<file path="config.mk">
export PLATFORM = sky130hd
export DESIGN_NAME = cache_victim_wbbuf
export DESIGN_NICKNAME = d
export VERILOG_FILES = /design/src/rtl/cache_victim_wbbuf.sv
export SDC_FILE = /design/constraint.sdc
export NUM_CORES = 1
export LEC_CHECK = 0
export ABC_AREA = 0
export CAP_MARGIN = 25
export CORE_AREA = 2 2 266 268
export CTS_CLUSTER_SIZE = 8
export DETAILED_ROUTE_END_ITERATION = 6
export DIE_AREA = 0 0 268 270
export GPL_TIMING_DRIVEN = 1
export PLACE_DENSITY_LB_ADDON = 0.15
export SYNTH_ARGS = -nofsm -noshare
export SYNTH_HDL_FRONTEND = slang
export SYNTH_SLANG_ARGS = --single-unit
export TNS_END_PERCENT = 20
</file>
<file path="constraint.sdc">
create_clock -name clk -period 5.65 [get_ports clk]
set_clock_uncertainty 0.2 [all_clocks]
set_input_delay 0.565 -clock clk [delete_from_list [all_inputs] [get_ports clk]]
set_output_delay 0.565 -clock clk [all_outputs]
set_load 0.05 [all_outputs]
</file>
<file path="src/rtl/cache_victim_wbbuf.sv">
// cache_victim_wbbuf: single-entry dirty-victim buffer that drains a cache line to the bus as a beat burst.
module cache_victim_wbbuf #(
  parameter int LINELEN = 512,
  parameter int BEATLEN = 64,
  parameter int PA_BITS = 32
) (
  input  logic               clk,
  input  logic               reset,
  input  logic               Capture,
  input  logic               VictimDirty,
  input  logic [PA_BITS-1:0] VictimAdr,
  input  logic [LINELEN-1:0] VictimLine,
  output logic               Busy,
  output logic               Accepted,
  output logic               BusValid,
  input  logic               BusReady,
  output logic [PA_BITS-1:0] BusAdr,
  output logic [BEATLEN-1:0] BusData,
  output logic               BusLast,
  output logic               Done,
  input  logic [PA_BITS-1:0] SnoopAdr,
  output logic               SnoopHit
);
  localparam int BEATS    = LINELEN / BEATLEN;
  localparam int LOGBEATS = $clog2(BEATS);
  localparam int OFFLEN   = $clog2(LINELEN / 8);
  localparam int BOFF     = $clog2(BEATLEN / 8);
  typedef enum logic {IDLE, SEND} state_t;
  state_t               state_q, state_d;
  logic [LOGBEATS-1:0]  beat_q, beat_d, nbeat;
  logic [LINELEN-1:0]   line_q, line_d;
  logic [PA_BITS-1:0]   adr_q, adr_d, bus_adr_q, bus_adr_d;
  logic [BEATLEN-1:0]   bus_data_q, bus_data_d;
  logic                 bus_valid_q, bus_valid_d, bus_last_q, bus_last_d, done_q, done_d, xfer;
  // Beat address is the aligned line address with the beat index spliced into the offset bits.
  always_comb begin
    Accepted    = Capture & VictimDirty & (state_q == IDLE);
    xfer        = bus_valid_q & BusReady;
    nbeat       = beat_q + LOGBEATS'(1);
    state_d     = state_q;
    beat_d      = beat_q;
    line_d      = line_q;
    adr_d       = adr_q;
    bus_adr_d   = bus_adr_q;
    bus_data_d  = bus_data_q;
    bus_valid_d = bus_valid_q;
    bus_last_d  = bus_last_q;
    done_d      = 1'b0;
    if (Accepted) begin
      state_d     = SEND;
      beat_d      = '0;
      line_d      = VictimLine;
      adr_d       = VictimAdr & ~PA_BITS'(LINELEN / 8 - 1);
      bus_adr_d   = VictimAdr & ~PA_BITS'(LINELEN / 8 - 1);
      bus_data_d  = VictimLine[BEATLEN-1:0];
      bus_valid_d = 1'b1;
      bus_last_d  = 1'b0;
    end else if (xfer && bus_last_q) begin
      state_d     = IDLE;
      beat_d      = '0;
      bus_valid_d = 1'b0;
      bus_last_d  = 1'b0;
      done_d      = 1'b1;
    end else if (xfer) begin
      beat_d      = nbeat;
      bus_adr_d   = adr_q | (PA_BITS'(nbeat) << BOFF);
      bus_data_d  = line_q[nbeat*BEATLEN +: BEATLEN];
      bus_last_d  = nbeat == LOGBEATS'(BEATS - 1);
    end
  end
  always_ff @(posedge clk) begin
    if (reset) begin
      state_q     <= IDLE;
      beat_q      <= '0;
      line_q      <= '0;
      adr_q       <= '0;
      bus_adr_q   <= '0;
      bus_data_q  <= '0;
      bus_valid_q <= 1'b0;
      bus_last_q  <= 1'b0;
      done_q      <= 1'b0;
    end else begin
      state_q     <= state_d;
      beat_q      <= beat_d;
      line_q      <= line_d;
      adr_q       <= adr_d;
      bus_adr_q   <= bus_adr_d;
      bus_data_q  <= bus_data_d;
      bus_valid_q <= bus_valid_d;
      bus_last_q  <= bus_last_d;
      done_q      <= done_d;
    end
  end
  assign Busy     = state_q == SEND;
  assign BusValid = bus_valid_q;
  assign BusAdr   = bus_adr_q;
  assign BusData  = bus_data_q;
  assign BusLast  = bus_last_q;
  assign Done     = done_q;
  assign SnoopHit = Busy & (((SnoopAdr ^ adr_q) >> OFFLEN) == '0);
endmodule

</file>
==> key figures <==
Run status
  – Outcome: finished clean

CTS
  – Post-CTS setup buffer count: 0
  – Root buffer cell: clkbuf_16
  – Clock-pin slew on the worst setup and hold paths: 50 ps
  – Clock tree buffer depth: 3
  – Post-CTS sizing: 0
  – Post-CTS Hold Buffers: 0
  – Clk sink count: 637
  – H-tree levels: 3
  – Clk_lat worst skew: about 620 ps
  – Clock buffer count from CTS: 89
  – TritonCTS clock tree: done

Drt
  – DR vias: 27350
  – Vias per inst: 5.333
  – DRT Wirelength: 99470 um
  – Drt first pass iters: 5
  – Iter 0 DRT Violations: 2136
  – Avg WL per Cell: 19.40 um
  – Drt drc: 0
  – Post-DRT Antenna Nets: 0

Critical path
  – Crit-path cells: clkdlybuf4s50_1, xnor2_1, nand4_1, or4_1, nor4_1, clkdlybuf4s50_1
  – CP Capture Point: SnoopHit
  – Crit-path max FO: 1
  – Crit-path max cell delay: 850 ps
  – CP required: roughly 4900 ps
  – Critical-path top delay cell: clkdlybuf4s50_1
  – Reg-to-Reg Start: beat_q[0]$_SDFFE_PP0P_
  – R2R setup slack: between 2000 and 2500 ps
  – R2r worst-path depth: 7
  – Crit path capture type: output pin
  – Arrival time at the worst endpoint: 3070 ps
  – Path type of the worst setup path: in2out
  – Startpoint type of the worst setup path: primary input
  – CP startpoint: SnoopAdr[9]
  – Cell repeated most along the worst path: clkdlybuf4s50_1
  – Reg2Reg Capture Point: BusData[34]$_SDFFE_PP0P_

STA
  – Tightest Pin Transition: around 1100 ps
  – Final Hold Viols: 0
  – Slew Limit Headroom: between 20% and 30%
  – Final setup vio count: 0
  – Slew Limit Fails: 0
  – Period Utilization, post-route: 67.88%
  – Setup TNS: 0 ps
  – Fmax: 260.8 MHz
  – RSZ-0062 raised after global routing: false
  – Minimum clock period: about 3800 ps

Pwr
  – NetSw: 2.998 mW
  – Switch share: 26.39%
  – Gate power share: 15.1%
  – Peak supply drop: ~230 uV
  – Internal: 8.361 mW
  – Clock power share: 42.0%
  – Seq pwr share: 42.8%
  – LEAKAGE: between 10 and 15 nW
  – Pwr Density: 290.2 nW/um^2

Die
  – Initial Util: 42.89%
  – Top-Level Pins: 683
  – # rows: 97
  – Die width: 268 um
  – Die Footprint: 72360 sq um
  – Die height: approximately 270 um
  – Placeable Area: around 70000 sq um

Logic synthesis
  – Post-synth EDFFs: 0
  – Post-synth top area cell: dfxtp_1
  – Yosys top cell area share: a little over two fifths
  – Post-synthesis sequential area ratio: 42.75%
  – Flops & latches, synth: 637
  – Synth Flop Type: dfxtp_1
  – Area contributors post-synth: dfxtp_1 43%, nand2_1 14%, a21oi_1 9.6%, nor3b_1 6.4%, mux2i_1 6.3%
  – Synth unique cells: 37
  – Synth Instances: roughly 3700
  – Asr flop ratio synth: 0%
  – Post-Syn Area per Cell: 8.036 sq um
  – Synth top cells by count: 1105 x nand2_1, 637 x dfxtp_1, 572 x a21oi_1, 253 x nor3b_1, 229 x clkbuf_1
  – Dominant cell by count in the synthesized netlist: nand2_1
  – Yosys warns: 0
  – Cell Area, Synth: a little under 30000 sq um

Finish
  – Final cell count without fillers: slightly above 5000
  – Area grow syn2layout: 31.21%
  – Fin util: between 50 and 60%
  – # nets final: 4735
  – Filler cells: approximately 6600
  – Layout cell share with drive strength beyond 1: 5.938%

Global routing
  – Total grt overflow: 0
  – Largest net degree at the start of global routing: 193
  – GRT Total Usage: 26.36%
  – Vias in the first global route: 25870
  – Initial antenna violation count: between 40 and 50
  – First-pass GRT wire length: 150600 um

Place
  – DP HPWL: 63570 um
  – I/O Buffers: 667
  – GPL Wtd Cong: 0.8319
  – Placed cell count: 5001

Hold path
  – Hold crit path type: reg2reg

Run
  – MaxCap Viol Count: 0
==> area by class of cell <==
class	instances	area, sq um	area share, %
antenna	28	70.07	0.1790
timing repair buffer	708	7252	18.53
sequential	637	12760	32.59
clock buffer	94	2298	5.872
inverter	2	15.01	0.03836
tap	940	1176	3.005
clock inverter	5	70.07	0.1790
multi-input combinational	2714	15500	39.61
==> placed cells by master, fill, tap and decap left out, drive strengths merged, types with 3 or more instances in the layout <==
master         count
dfxtp            637
nor2              10
nand4              6
inv                5
diode             28
a41oi             63
a21oi            572
clkdlybuf4s50    666
nand3b           129
clkbuf            94
xnor2             27
nand2           1106
buf               42
conb               3
mux2              89
nor3b            253
o22ai             63
mux2i            189
nor3             189
==> metal layers <==
metal  routed length (um)  up-vias  track usage (%)
met5                  245        -                0
met4                 3210       36            11.14
met3                 6136      187            6.182
met2                46830      676            42.11
met1                43050    12890            33.95
li1                     -    13570                -
==> power groups by stage <==
stage	logic, mW	clock network [mW]	registers [mW]
final	1.72	4.77	4.87
after global routing	1.86	5.06	4.89
after CTS	1.73	4.88	4.87
after detailed placement	1.72	0	4.95
after global placement	1.71	0	4.95
after floorplan	0.796	0	5.10
==> worst max-delay path, delay by kind of cell <==
kind | cells | cell delay (ps)
xor+xnor | 1 | 260
simple gates | 3 | 980
buf+inv | 2 | 1270
==> worst min path at each step <==
stage                                  start                        to  cells after the start
global route        line_q[315]$_SDFFE_PP0P_  line_q[315]$_SDFFE_PP0P_                      2
detailed placement   line_q[55]$_SDFFE_PP0P_   line_q[55]$_SDFFE_PP0P_                      2
global placement     line_q[19]$_SDFFE_PP0P_   line_q[19]$_SDFFE_PP0P_                      2
CTS                          VictimLine[102]  line_q[102]$_SDFFE_PP0P_                      3
finish               line_q[58]$_SDFFE_PP0P_   line_q[58]$_SDFFE_PP0P_                      2
floorplan             line_q[0]$_SDFFE_PP0P_    line_q[0]$_SDFFE_PP0P_                      2
==> registers in the layout, indices dropped and copies added, names as in the netlist <==
signal	flops
beat_q	3
BusLast	1
BusData	64
line_q	512
Done	1
BusAdr	29
adr_q	26
BusValid	1
==> logic make-up (layout without fill, tap and decap cells) <==
family / after synthesis / count (layout) / share of synthesized area [%]
other: 1 / 31 / 0.01257
AOI/OAI and AO/OA: 701 / 701 / 12.84
xor gates and xnor gates: 27 / 27 / 0.8179
adders and majority gates: 2 / 2 / 0.08388
DFF: 637 / 637 / 42.75
buffers and inverters: 363 / 809 / 5.432
muxes: 280 / 280 / 9.853
and+or+nand+nor: 1701 / 1701 / 28.21
==> through the flow <==
stage	hold WS (ps)	power, mW	cell area [sq um]	worst slack, ps
global placement	236.7	6.659	36700	1848
CTS	242.5	11.48	39070	1796
global route	261.1	11.81	39130	1699
detailed placement	241.2	6.674	36700	1842
floorplan	231.1	5.894	29840	2038
finish	246.4	11.36	39140	1815
No activity file was read; power rests on OpenSTA's default activity.
